===== src/rtl/ascon_mode_arbiter.sv =====
// Hands the Ascon core control and the output stream to one of NUM_FSM sub-FSMs
// for the duration of an operation; the output stream passes through a 2-entry FIFO.
module ascon_mode_arbiter #(
    parameter int NUM_FSM  = 2,
    parameter int CTRL_W   = 16,
    parameter int DATA_W   = 64,
    localparam int KEEP_W = DATA_W / 8,
    localparam int USER_W = 3,
    localparam int SEL_W  = $clog2(NUM_FSM)
) (
    input  logic                       clk,
    input  logic                       rst,
    input  logic                       start_i,
    input  logic [SEL_W-1:0]           sel_i,
    input  logic                       abort_i,
    output logic                       busy_o,
    output logic                       done_o,
    output logic                       aborted_o,
    output logic                       start_err_o,
    output logic [SEL_W-1:0]           active_sel_o,
    output logic [NUM_FSM-1:0]         fsm_start_o,
    output logic [NUM_FSM-1:0]         fsm_abort_o,
    input  logic [NUM_FSM-1:0]         fsm_busy_i,
    input  logic [NUM_FSM-1:0]         fsm_done_i,
    input  logic [NUM_FSM*CTRL_W-1:0]  fsm_ctrl_i,
    output logic [CTRL_W-1:0]          core_ctrl_o,
    input  logic [NUM_FSM-1:0]         fsm_s_tready_i,
    output logic                       padded_tready_o,
    input  logic [NUM_FSM*DATA_W-1:0]  fsm_m_tdata_i,
    input  logic [NUM_FSM*KEEP_W-1:0]  fsm_m_tkeep_i,
    input  logic [NUM_FSM*USER_W-1:0]  fsm_m_tuser_i,
    input  logic [NUM_FSM-1:0]         fsm_m_tlast_i,
    input  logic [NUM_FSM-1:0]         fsm_m_tvalid_i,
    output logic [NUM_FSM-1:0]         fsm_m_tready_o,
    output logic [DATA_W-1:0]          m_axis_tdata,
    output logic [KEEP_W-1:0]          m_axis_tkeep,
    output logic [USER_W-1:0]          m_axis_tuser,
    output logic                       m_axis_tlast,
    output logic                       m_axis_tvalid,
    input  logic                       m_axis_tready
);

    typedef enum logic [1:0] {
        S_IDLE,
        S_ACTIVE,
        S_DRAIN,
        S_FLUSH
    } state_e;

    typedef struct packed {
        logic [DATA_W-1:0] data;
        logic [KEEP_W-1:0] keep;
        logic [USER_W-1:0] user;
        logic              last;
    } beat_t;

    state_e             state_q, state_d;
    logic [SEL_W-1:0]   active_sel_q, active_sel_d;
    logic               start_pend_q, start_pend_d;
    logic               start_err_q, start_err_d;
    logic               done_q, done_d;
    logic               aborted_q, aborted_d;
    logic               flush;

    logic [1:0]         count_q;
    logic               rd_ptr_q, wr_ptr_q;
    beat_t              mem_q [2];
    beat_t              head;

    logic [NUM_FSM-1:0] sel_onehot;
    logic               sel_busy, sel_done, sel_s_tready, sel_m_tvalid;
    logic [CTRL_W-1:0]  sel_ctrl;
    beat_t              sel_beat;

    logic               sel_ok, stream_open, fifo_full, push, pop;

    // Demultiplex every per-FSM bundle down to the one owned by the latched index.
    always_comb begin
        sel_onehot   = '0;
        sel_busy     = 1'b0;
        sel_done     = 1'b0;
        sel_s_tready = 1'b0;
        sel_m_tvalid = 1'b0;
        sel_ctrl     = '0;
        sel_beat     = '0;
        for (int i = 0; i < NUM_FSM; i++) begin
            if (active_sel_q == SEL_W'(i)) begin
                sel_onehot[i]  = 1'b1;
                sel_busy       = fsm_busy_i[i];
                sel_done       = fsm_done_i[i];
                sel_s_tready   = fsm_s_tready_i[i];
                sel_m_tvalid   = fsm_m_tvalid_i[i];
                sel_ctrl       = fsm_ctrl_i[i*CTRL_W +: CTRL_W];
                sel_beat.data  = fsm_m_tdata_i[i*DATA_W +: DATA_W];
                sel_beat.keep  = fsm_m_tkeep_i[i*KEEP_W +: KEEP_W];
                sel_beat.user  = fsm_m_tuser_i[i*USER_W +: USER_W];
                sel_beat.last  = fsm_m_tlast_i[i];
            end
        end
    end

    assign sel_ok      = 32'(sel_i) < 32'(NUM_FSM);
    assign stream_open = (state_q == S_ACTIVE) || (state_q == S_DRAIN);
    assign fifo_full   = (count_q == 2'd2);
    assign push        = stream_open && sel_m_tvalid && !fifo_full;
    assign pop         = (count_q != 2'd0) && m_axis_tready;

    // NOTE: every variable driven here gets a default first, so no path can infer a latch.
    always_comb begin
        state_d      = state_q;
        active_sel_d = active_sel_q;
        start_pend_d = 1'b0;
        start_err_d  = 1'b0;
        done_d       = 1'b0;
        aborted_d    = 1'b0;
        flush        = 1'b0;
        unique case (state_q)
            S_IDLE: begin
                if (start_i) begin
                    if (sel_ok) begin
                        active_sel_d = sel_i;
                        start_pend_d = 1'b1;
                        state_d      = S_ACTIVE;
                    end else begin
                        start_err_d = 1'b1;
                    end
                end
            end
            S_ACTIVE: begin
                start_err_d = start_i;
                if (abort_i) begin
                    state_d = S_FLUSH;
                    flush   = 1'b1;
                end else if (sel_done) begin
                    state_d = S_DRAIN;
                end
            end
            S_DRAIN: begin
                start_err_d = start_i;
                if (abort_i) begin
                    state_d = S_FLUSH;
                    flush   = 1'b1;
                end else if (count_q == 2'd0) begin
                    state_d = S_IDLE;
                    done_d  = 1'b1;
                end
            end
            S_FLUSH: begin
                start_err_d = start_i;
                if (!sel_busy) begin
                    state_d   = S_IDLE;
                    done_d    = 1'b1;
                    aborted_d = 1'b1;
                end
            end
            default: state_d = S_IDLE;
        endcase
    end

    // NOTE: sequential state uses non-blocking assignments so all registers update together.
    always_ff @(posedge clk or negedge rst) begin
        if (!rst) begin
            state_q      <= S_IDLE;
            active_sel_q <= '0;
            start_pend_q <= 1'b0;
            start_err_q  <= 1'b0;
            done_q       <= 1'b0;
            aborted_q    <= 1'b0;
        end else begin
            state_q      <= state_d;
            active_sel_q <= active_sel_d;
            start_pend_q <= start_pend_d;
            start_err_q  <= start_err_d;
            done_q       <= done_d;
            aborted_q    <= aborted_d;
        end
    end

    // An abort wins over a same-cycle push or pop: the queue restarts empty.
    always_ff @(posedge clk or negedge rst) begin
        if (!rst) begin
            count_q  <= 2'd0;
            rd_ptr_q <= 1'b0;
            wr_ptr_q <= 1'b0;
        end else if (flush) begin
            count_q  <= 2'd0;
            rd_ptr_q <= 1'b0;
            wr_ptr_q <= 1'b0;
        end else begin
            if (push) wr_ptr_q <= ~wr_ptr_q;
            if (pop)  rd_ptr_q <= ~rd_ptr_q;
            unique case ({push, pop})
                2'b10:   count_q <= count_q + 2'd1;
                2'b01:   count_q <= count_q - 2'd1;
                default: count_q <= count_q;
            endcase
        end
    end

    // NOTE: the storage is not reset; the outputs below are masked whenever the queue is empty.
    always_ff @(posedge clk) begin
        if (push) mem_q[wr_ptr_q] <= sel_beat;
    end

    assign head            = mem_q[rd_ptr_q];
    assign m_axis_tvalid   = (count_q != 2'd0);
    assign m_axis_tdata    = m_axis_tvalid ? head.data : '0;
    assign m_axis_tkeep    = m_axis_tvalid ? head.keep : '0;
    assign m_axis_tuser    = m_axis_tvalid ? head.user : '0;
    assign m_axis_tlast    = m_axis_tvalid && head.last;

    assign busy_o          = (state_q != S_IDLE);
    assign done_o          = done_q;
    assign aborted_o       = aborted_q;
    assign start_err_o     = start_err_q;
    assign active_sel_o    = active_sel_q;
    assign fsm_start_o     = start_pend_q ? sel_onehot : '0;
    assign fsm_abort_o     = (state_q == S_FLUSH) ? sel_onehot : '0;
    assign fsm_m_tready_o  = (stream_open && !fifo_full) ? sel_onehot : '0;
    assign core_ctrl_o     = busy_o ? sel_ctrl : '0;
    assign padded_tready_o = busy_o && sel_s_tready;

endmodule

===== config.mk =====
export PLATFORM = sky130hd
export DESIGN_NAME = ascon_mode_arbiter
export DESIGN_NICKNAME = d
export VERILOG_FILES = /design/src/rtl/ascon_mode_arbiter.sv
export SDC_FILE = /design/constraint.sdc
export NUM_CORES = 1
export LEC_CHECK = 0
export ABC_AREA = 1
export ABC_CLOCK_PERIOD_IN_PS = 6300
export BUFFER_PORTS_ARGS = -buffer_cell sky130_fd_sc_hd__buf_4
export CORE_MARGIN = 2
export CORE_UTILIZATION = 40
export DETAILED_ROUTE_END_ITERATION = 8
export PLACE_DENSITY = 0.68
export SLEW_MARGIN = 20
export SYNTH_ARGS = -nofsm -noshare
export SYNTH_HDL_FRONTEND = slang
export SYNTH_SLANG_ARGS = --single-unit

===== constraint.sdc =====
create_clock -name clk -period 6.3 [get_ports clk]
set_clock_uncertainty 0.05 [all_clocks]
set_input_delay 0 -clock clk [delete_from_list [all_inputs] [get_ports clk]]
set_output_delay 0 -clock clk [all_outputs]
set_load 0.005 [all_outputs]

==> flow_summary.toml, run 1 <==
[global_route]
met3_usage_pct = 5.16
grt_pass1_vias = 6956
grt_pass1_wl_um = 32600
grt_busiest_layer = "met2"
grt_overflow = 0
grtUsageMet2_pct = 39.2
grt_max_degree = 104
grt_usage_pct = 20.8
met1_usage_pct = 21.9
antenna_found_initial = 0

[drt]
wl_per_cell_um = 14.3
drc_errors = 0
via_count = 7052
drt_wl_total_um = 21400
drt-initial-drc-count = 318
postRouteAntennaNets = 0
drt_pass1_iterations = 4
viasPerCell = 4.70

[outcome]
status = "complete, no violations"

[timing]
hold_viol_final = 0
min_period_ns = 3.60
setup_viol = 0
slew_headroom_pct = 29.5
slew_viol_final = 0
setup-tns-final_ns = 0
worstMarginPinSlew_ns = 1.06
rsz0062_at_grt = "false"
fmax_ghz = 0.278
finalCritPeriodShare_pct = 57.1

[finish]
instances_no_fill = 1502
area_growth_pct = 60.3
drive_above_1_share_pct = 30.1
utilization_pct = 65.7
fillers = 1485
final_common_cell = "nand2_1"
final_cell_mix = "nand2_1 (409), buf_4 (308), dlygate4sd3_1 (167)"
layout.nets = 1457

[clock_tree]
h-tree-depth = 4
cts_setup_buffers = 0
hold_buffers = 167
ctsRootBufferMaster = "clkbuf_16"
cts_buffers = 17
cts_buffer_depth = 2
clk_pin_slew_ns = 0.06
clock_latency_ns = 0.41
cts_resized = 0
cts_tree = "built"
cts.sinks = 163

[setup_path]
cp_num_buf_inv = 4
endpoint_kind = "flip-flop"
cp_max_fo = 103
required_ns = 6.54
crit_chain = "clkinv_2, buf_4, nand2_1, nand2_1, dlygate4sd3_1, nand2_1, nand3_1, nand2_1, nand2_1, dlygate4sd3_1"
crit_path_frequent_cell = "nand2_1"
cpMaxStageDelayCell = "dfrtp_4"
cp_top_family = "buffers and inverters"
crit_type = "reg2reg"
arrival_ns = 3.84
slowest_delay_ns = 1.08
cp-start-kind = "flip-flop"

[floorplan]
design.core.area_mm2 = 0.0188
start_util_pct = 41.0
ios = 303
die_h_um = 143
die-width_um = 143
fp-row-count = 50
dieArea_mm2 = 0.0204

[logic_synthesis]
ys.warnings.count = 0
synth.avg_cell_area_um2 = 9.55
synth.distinct_cells = 25
syn-num-nets = 1009
synth_cells = 806
ys_ff_latch = 163
ys_seq_area_share_pct = 62.9
syn_area_mm2 = 0.00769

[pwr]
comb_power_share_pct = 46.6
seqPwrFrac_pct = 34.9
internal-power_mw = 3.38
power.share.clock_pct = 18.6
netSwitchingFraction_pct = 35.5
p_sw_mw = 1.86
ir_drop_uv = 244
leakage_nw = 5.57
power_density_mw_per_mm2 = 425

[place]
io_buffer_count = 302
dp_cells = 1302
dp_hpwl_um = 13100
place.gp.congestion = 0.803

[run]
cap_violations = 0

[min_path]
hp-class = "in2reg"
[final timing paths]
check | start | to | slack, ns | depth (start not counted)
worst max-delay path | active_sel_o | state_q[1] | 2.70 | 10
worst min-delay path | fsm_m_tvalid_i[0] | wr_ptr_q | 0.02 | 5
worst max register to register | active_sel_o | state_q[1] | 2.70 | 10
worst min register to register | count_q[0] | count_q[0] | 0.49 | 2
max in group asynchronous | rst | active_sel_o | 5.24 | 3
min in group asynchronous | rst | count_q[1] | 0.59 | 3
[cells in the mapped netlist (all sizes together)]
master,n,area [µm²]
a21oi,81,533
a31o,1,8.76
a31oi,1,6.26
buf,31,190
clkbuf,16,60.1
clkinv,1,5.00
dfrtp,11,275
edfxtp,152,4560
ha,5,62.6
inv,20,75.1
nand2,414,1590
nand3,4,25.0
nand3b,1,7.51
nand4,2,12.5
nor2,45,171
nor3,1,5.00
o21ai,20,100
[power by group through the flow]
stage	Combinational [mW]	Sequential, mW	Clock [mW]
2_1_floorplan	1.26	1.78	0
3_3_place_gp	2.06	1.84	0
3_5_place_dp	2.11	1.85	0
4_1_cts	2.47	1.83	0.991
5_1_grt	2.70	1.87	1.03
6_report	2.44	1.83	0.973
[sequential cells by signal (all words and copies together), names as in the netlist]
register and flops:
start_pend_q 1, state_q 2, mem_q 152, count_q 2, done_o 1, aborted_o 1
active_sel_o 1, start_err_o 1, rd_ptr_q 1, wr_ptr_q 1
[logic make-up after synthesis]
kind of cell / after synthesis / synth area share, %
flip-flops: 163 / 62.9
AND/OR/NAND/NOR: 467 / 23.6
adder cells (fa/ha/maj): 5 / 0.813
AO/OA/AOI/OAI: 103 / 8.42
buffers and inverters: 68 / 4.29
[metal layers]
metal	wire [µm]	vias up
li1	-	3541
met1	8220	3241
met2	11200	230
met3	1330	40
met4	618	0
met5	0	-
[metrics by stage]
stage	setup slack [ns]	cell area [µm²]	hold WS [ns]	power (mW)
after floorplan	1.46	7690	-0.346	3.04
after global placement	2.74	10100	-0.209	3.90
after detailed placement	3.29	10100	-0.208	3.96
after CTS	2.69	12300	0.00529	5.29
after global routing	2.38	12300	0.0797	5.60
final	2.70	12300	0.0216	5.25
[layout make-up]
cell class,count,area [µm²],area share (%)
Sequential cell,163,4840,39.3
Timing Repair Buffer,476,4000,32.5
Multi-Input combinational cell,575,2540,20.6
Clock buffer,30,558,4.52
Tap cell,234,293,2.37
Inverter,21,82.6,0.669
Clock inverter,2,12.5,0.101
Antenna cell,1,2.50,0.0203
[worst min-delay path, delay by kind of cell]
kind	cells	cell delay, ns
buffers and inverters	1	0.08
AND/OR/NAND/NOR	3	0.28
AO/OA/AOI/OAI	1	0.07
No activity file was read; power rests on OpenSTA's default activity.
==> run 2, diff against run 1 <==
ABC_CLOCK_PERIOD_IN_PS = 3080   (was 6300)
PLACE_DENSITY = 0.7   (was 0.68)
clock period = 3.08 ns   (was 6.3 ns; I/O delays follow)
==> run 2 against run 1 <==
- fmax increased by 36%
- cell area increased by 0.36%
- combinational power rose by 110%
- core utilization grew 0.23 points
- critical path depth shrank 3
- first-iteration DRC count fell by 5.0%
- total power increased by 110%
- setup slack lost 2.3 ns
- non-clock buffer count increased by 3
- via count about the same
- largest cell class unchanged
==> flow_summary.toml, run 2 (same netlist as run 1, synthesis figures left out) <==
[outcome]
status = "complete, no violations"

[floorplan]
start_util_pct = 41.0
design.core.area_mm2 = 0.0188
fp-row-count = 50
dieArea_mm2 = 0.0204
die-width_um = 143
die_h_um = 143
ios = 303

[finish]
multi_input_area_mm2 = 0.00254
drive_above_1_share_pct = 30.9
final_cell_mix = "nand2_1 (409), buf_4 (311), dlygate4sd3_1 (166)"
seqCellArea_mm2 = 0.00484
antennaDiodeCount = 0
final_common_cell = "nand2_1"
layout.nets = 1460
reg_top3 = "mem_q (152), count_q (2), state_q (2)"
area_growth_pct = 60.9
fillers = 1434
utilization_pct = 66.0
largest_reg_flops = 152
regMostFlops = "mem_q"
instances_no_fill = 1504

[setup_path]
regToRegSetupSlack_ns = 0.43
arrival_ns = 2.90
slowest_delay_ns = 0.72
rr_startpoint = "active_sel_o"
crit_chain = "clkinv_2, buf_4, nand2_1, nand2_1, dlygate4sd3_1, nor2_1, a31o_1"
r2r_cells = 7
cp_num_buf_inv = 3
cp-start-kind = "flip-flop"
r2r_end = "done_o"
crit_type = "reg2reg"
crit_path_frequent_cell = "nand2_1"
required_ns = 3.33
endpoint_kind = "flip-flop"
cp_top_family = "buffers and inverters"
cpMaxStageDelayCell = "buf_4"
cp_max_fo = 97

[global_route]
grt_pass1_vias = 6853
grt_overflow = 0
grt_max_degree = 98
antenna_found_initial = 0
grt_pass1_wl_um = 32900
grt_usage_pct = 20.9

[timing]
finalCritPeriodShare_pct = 86.1
rsz0062_at_grt = "false"
setup-tns-final_ns = 0
min_period_ns = 2.65
fmax_ghz = 0.377
hold_viol_final = 0
setup_viol = 0
slew_viol_final = 0
worstMarginPinSlew_ns = 0.996
slew_headroom_pct = 33.6

[clock_tree]
cts.sinks = 163
cts_buffer_depth = 2
h-tree-depth = 4
cts_tree = "built"
cts_buffers = 17
clock_latency_ns = 0.41
clk_pin_slew_ns = 0.06
ctsRootBufferMaster = "clkbuf_16"
cts_resized = 0

[min_path]
min-delay-start = "fsm_m_tvalid_i[0]"
hold_path_end = "wr_ptr_q"
hold_depth = 5
hp-class = "in2reg"

[drt]
drt_pass1_iterations = 5
postRouteAntennaNets = 0
wl_per_cell_um = 14.5
drt-initial-drc-count = 302
via_count = 7058
drt_wl_total_um = 21900
viasPerCell = 4.69
drc_errors = 0

[place]
io_buffer_count = 302
dp_hpwl_um = 13600
dp_cells = 1306
place.gp.congestion = 0.753

[pwr]
leakage_nw = 5.60
power_density_mw_per_mm2 = 875
ir_drop_uv = 737

[run]
cap_violations = 0
## run 2: metrics by stage
step / hold WS (ns) / power (mW) / area [µm²] / setup WS (ns)
detailed placement: -0.197 / 8.12 / 10100 / 0.810
floorplan: -0.346 / 6.19 / 7710 / 0.387
global route: 0.0399 / 11.5 / 12400 / 0.255
global placement: -0.199 / 8.04 / 10100 / 0.872
finish: 0.0262 / 10.8 / 12400 / 0.429
CTS: 0.0000648 / 10.9 / 12400 / 0.454
## run 2: how the worst max path moves through the flow
stage / start / endpoint / slack (ns) / cells past startpoint
final: active_sel_o / done_o / 0.43 / 7
after global routing: active_sel_o / done_o / 0.26 / 7
after floorplan: state_q[0] / mem_q[1][0] / 0.39 / 6
after global placement: state_q[0] / mem_q[1][20] / 0.87 / 7
after CTS: active_sel_o / done_o / 0.45 / 7
after detailed placement: state_q[0] / mem_q[1][21] / 0.81 / 7
## run 2: cell type report
| type | count | share of cell area (%) |
|---|---|---|
| Clock inverter | 14 | 1.25 |
| Clock buffer | 18 | 3.47 |
| Sequential cell | 163 | 39.1 |
| Tap cell | 234 | 2.37 |
| Timing Repair Buffer | 479 | 32.6 |
| Multi-Input combinational cell | 575 | 20.5 |
| Inverter | 21 | 0.667 |
## run 2: repair_timing
item	CTS	global route
hold buffers	166	0
buffers inserted	0	0
hold endpoints to repair	174	0
## run 2: layer usage
metal / routed length (µm) / global-route usage [%]
met2: 11700 / 39.6
met1: 8630 / 23.5
met3: 1140 / 3.66
met5: 0 / 0
met4: 364 / 7.14
## run 2: power breakdown
group	total (mW)	switching, mW	internal [mW]	leakage [nW]
logic	5.16	2.85	2.32	3.78
registers	3.60	0.206	3.40	1.53
clock network	2.06	0.857	1.21	0.281
total	10.8	3.91	6.92	5.60
## run 2: tightest hold or removal path, delay by kind of cell
kind | cells | cell delay, ns
buffers and inverters | 1 | 0.08
AND/OR/NAND/NOR | 3 | 0.28
AO/OA/AOI/OAI | 1 | 0.07
==> run 3, diff against run 2 <==
ABC_CLOCK_PERIOD_IN_PS = 3430   (was 3080)
CORE_MARGIN = unset   (was 2)
PLACE_DENSITY = 0.68   (was 0.7)
clock period = 3.43 ns   (was 3.08 ns; I/O delays follow)
==> run 3 against run 2 <==
- cell area down 0.10%
- setup slack worse by 0.027 ns
- total power shrank 10%
- combinational power decreased by 11%
- critical path depth stayed put
- hold slack gained 0.010 ns
- non-clock buffer count is the same
- sequential share of layout area barely moved
- routed wire length grew 1.3%
- count of clock-buffer cells in the layout is the same
- critical endpoint is now state_q[1]
==> flow_summary.toml, run 3 (same netlist as run 1, synthesis figures left out) <==
[global_route]
grt_usage_pct = 22.4
grt_pass1_vias = 7068
antenna_found_initial = 1
grt_pass1_wl_um = 34000
grt_overflow = 0
grt_max_degree = 77

[drt]
drt_wl_total_um = 22200
drc_errors = 0
via_count = 7232
drt_pass1_iterations = 5
viasPerCell = 4.81
drt-initial-drc-count = 367
wl_per_cell_um = 14.7
postRouteAntennaNets = 0

[pwr]
internal-power_mw = 6.20
leakage_nw = 5.58
netSwitchingFraction_pct = 36.1
seqPwrFrac_pct = 34.0
power.share.clock_pct = 18.7
total_power_mw = 9.71
ir_drop_uv = 468
comb_power_share_pct = 47.4
p_sw_mw = 3.51
power_density_mw_per_mm2 = 785

[floorplan]
fp-row-count = 50
start_util_pct = 41.0
design.core.area_mm2 = 0.0188
dieArea_mm2 = 0.0198
die-width_um = 141
die_h_um = 141
ios = 303

[clock_tree]
cts_setup_buffers = 0
cts_buffer_depth = 2
clk_pin_slew_ns = 0.06
ctsRootBufferMaster = "clkbuf_16"
cts_buffers = 17
h-tree-depth = 4
cts_tree = "built"
cts.sinks = 163
clock_latency_ns = 0.41

[setup_path]
cp-start-kind = "flip-flop"
required_ns = 3.73
crit_path_end = "state_q[1]"
arrival_ns = 3.33
cp_max_fo = 58
endpoint_kind = "flip-flop"
regToRegSetupSlack_ns = 0.40
rr_startpoint = "active_sel_o"
crit_type = "reg2reg"
r2r_cells = 7
r2r_end = "state_q[1]"
worstSetupStartpoint = "active_sel_o"

[place]
place.gp.congestion = 0.747
dp_hpwl_um = 13600
dp_cells = 1305
io_buffer_count = 302

[finish]
final_cell_mix = "nand2_1 (409), buf_4 (310), dlygate4sd3_1 (167)"
regMostFlops = "mem_q"
instances_no_fill = 1505
utilization_pct = 65.9
layout.nets = 1460
fillers = 1472
area_growth_pct = 60.7
drive_above_1_share_pct = 30.5
largest_reg_flops = 152
final_common_cell = "nand2_1"
reg_top3 = "mem_q (152), count_q (2), state_q (2)"

[timing]
min_period_ns = 3.03
worstMarginPinSlew_ns = 0.876
fin_hold_ws_ns = 0.0364
hold_viol_final = 0
setup_viol = 0
fmax_ghz = 0.330
setup-tns-final_ns = 0
slew_headroom_pct = 41.6
finalCritPeriodShare_pct = 88.3
rsz0062_at_grt = "false"
slew_viol_final = 0

[run]
cap_violations = 0

[min_path]
hp-class = "in2reg"

[outcome]
status = "complete, no violations"
## run 3: cell count changes in the layout (fill, tap and decap cells not counted), sizes merged
| cell | change |
|---|---|
| buf | -1 |
| clkinv | +3 |
| clkinvlp | -1 |
| diode | +1 |
| dlygate4sd3 | +1 |
| inv | -2 |
## run 3: power by group through the flow
stage,registers [mW],logic (mW),clock network (mW)
after floorplan,3.22,2.34,0
after global placement,3.32,3.91,0
after detailed placement,3.35,3.98,0
after CTS,3.31,4.64,1.84
after global routing,3.36,5.05,1.93
final,3.30,4.60,1.81
## run 3: worst max-delay path, stage by stage, from the launching register on
cell	delay (ns)
dfrtp_4	0.83
buf_4	0.52
a21oi_1	0.13
nand3_1	0.11
dlygate4sd3_1	0.58
nand4_1	0.09
nand2_1	0.09
dlygate4sd3_1	0.54
## run 3: worst min-delay path by stage
| stage | start | endpoint | slack (ns) | cells past startpoint |
|---|---|---|---|---|
| floorplan | rst | aborted_o | -0.35 | 0 |
| global placement | rst | state_q[1] | -0.20 | 1 |
| detailed placement | rst | state_q[1] | -0.20 | 1 |
| CTS | fsm_busy_i[1] | state_q[0] | 0.02 | 6 |
| global route | fsm_m_tvalid_i[1] | wr_ptr_q | 0.05 | 5 |
| finish | fsm_busy_i[1] | state_q[0] | 0.04 | 6 |
## run 3: timing repair
action,in CTS,in global routing
gates resized for setup,0,0
hold buffers,167,0
hold endpoints to repair,174,0
## run 3: stage by stage
step	cell area (µm²)	setup slack, ns
after floorplan	7710	0.737
after global placement	10100	1.13
after detailed placement	10100	1.07
after CTS	12400	0.376
after global routing	12400	0.200
final	12400	0.401
## run 3: routing by layer
metal  vias up  global-route usage, %  share of wire, %
met5         -                      0                 0
met4         0                   8.81               2.2
met3        33                   4.72               5.7
met2       247                   42.4                53
met1      3392                   24.3                39
li1       3560                      -                 -
## run 3: cell type report
type | count | area, µm² | share of cell area [%]
clock buffers | 18 | 429 | 3.47
inverters | 21 | 82.6 | 0.668
repair buffers | 479 | 4040 | 32.7
well taps | 234 | 293 | 2.37
diodes | 1 | 2.50 | 0.0202
multi-input cells | 575 | 2540 | 20.5
clock inverters | 14 | 138 | 1.11
flip-flops and latches | 163 | 4840 | 39.2
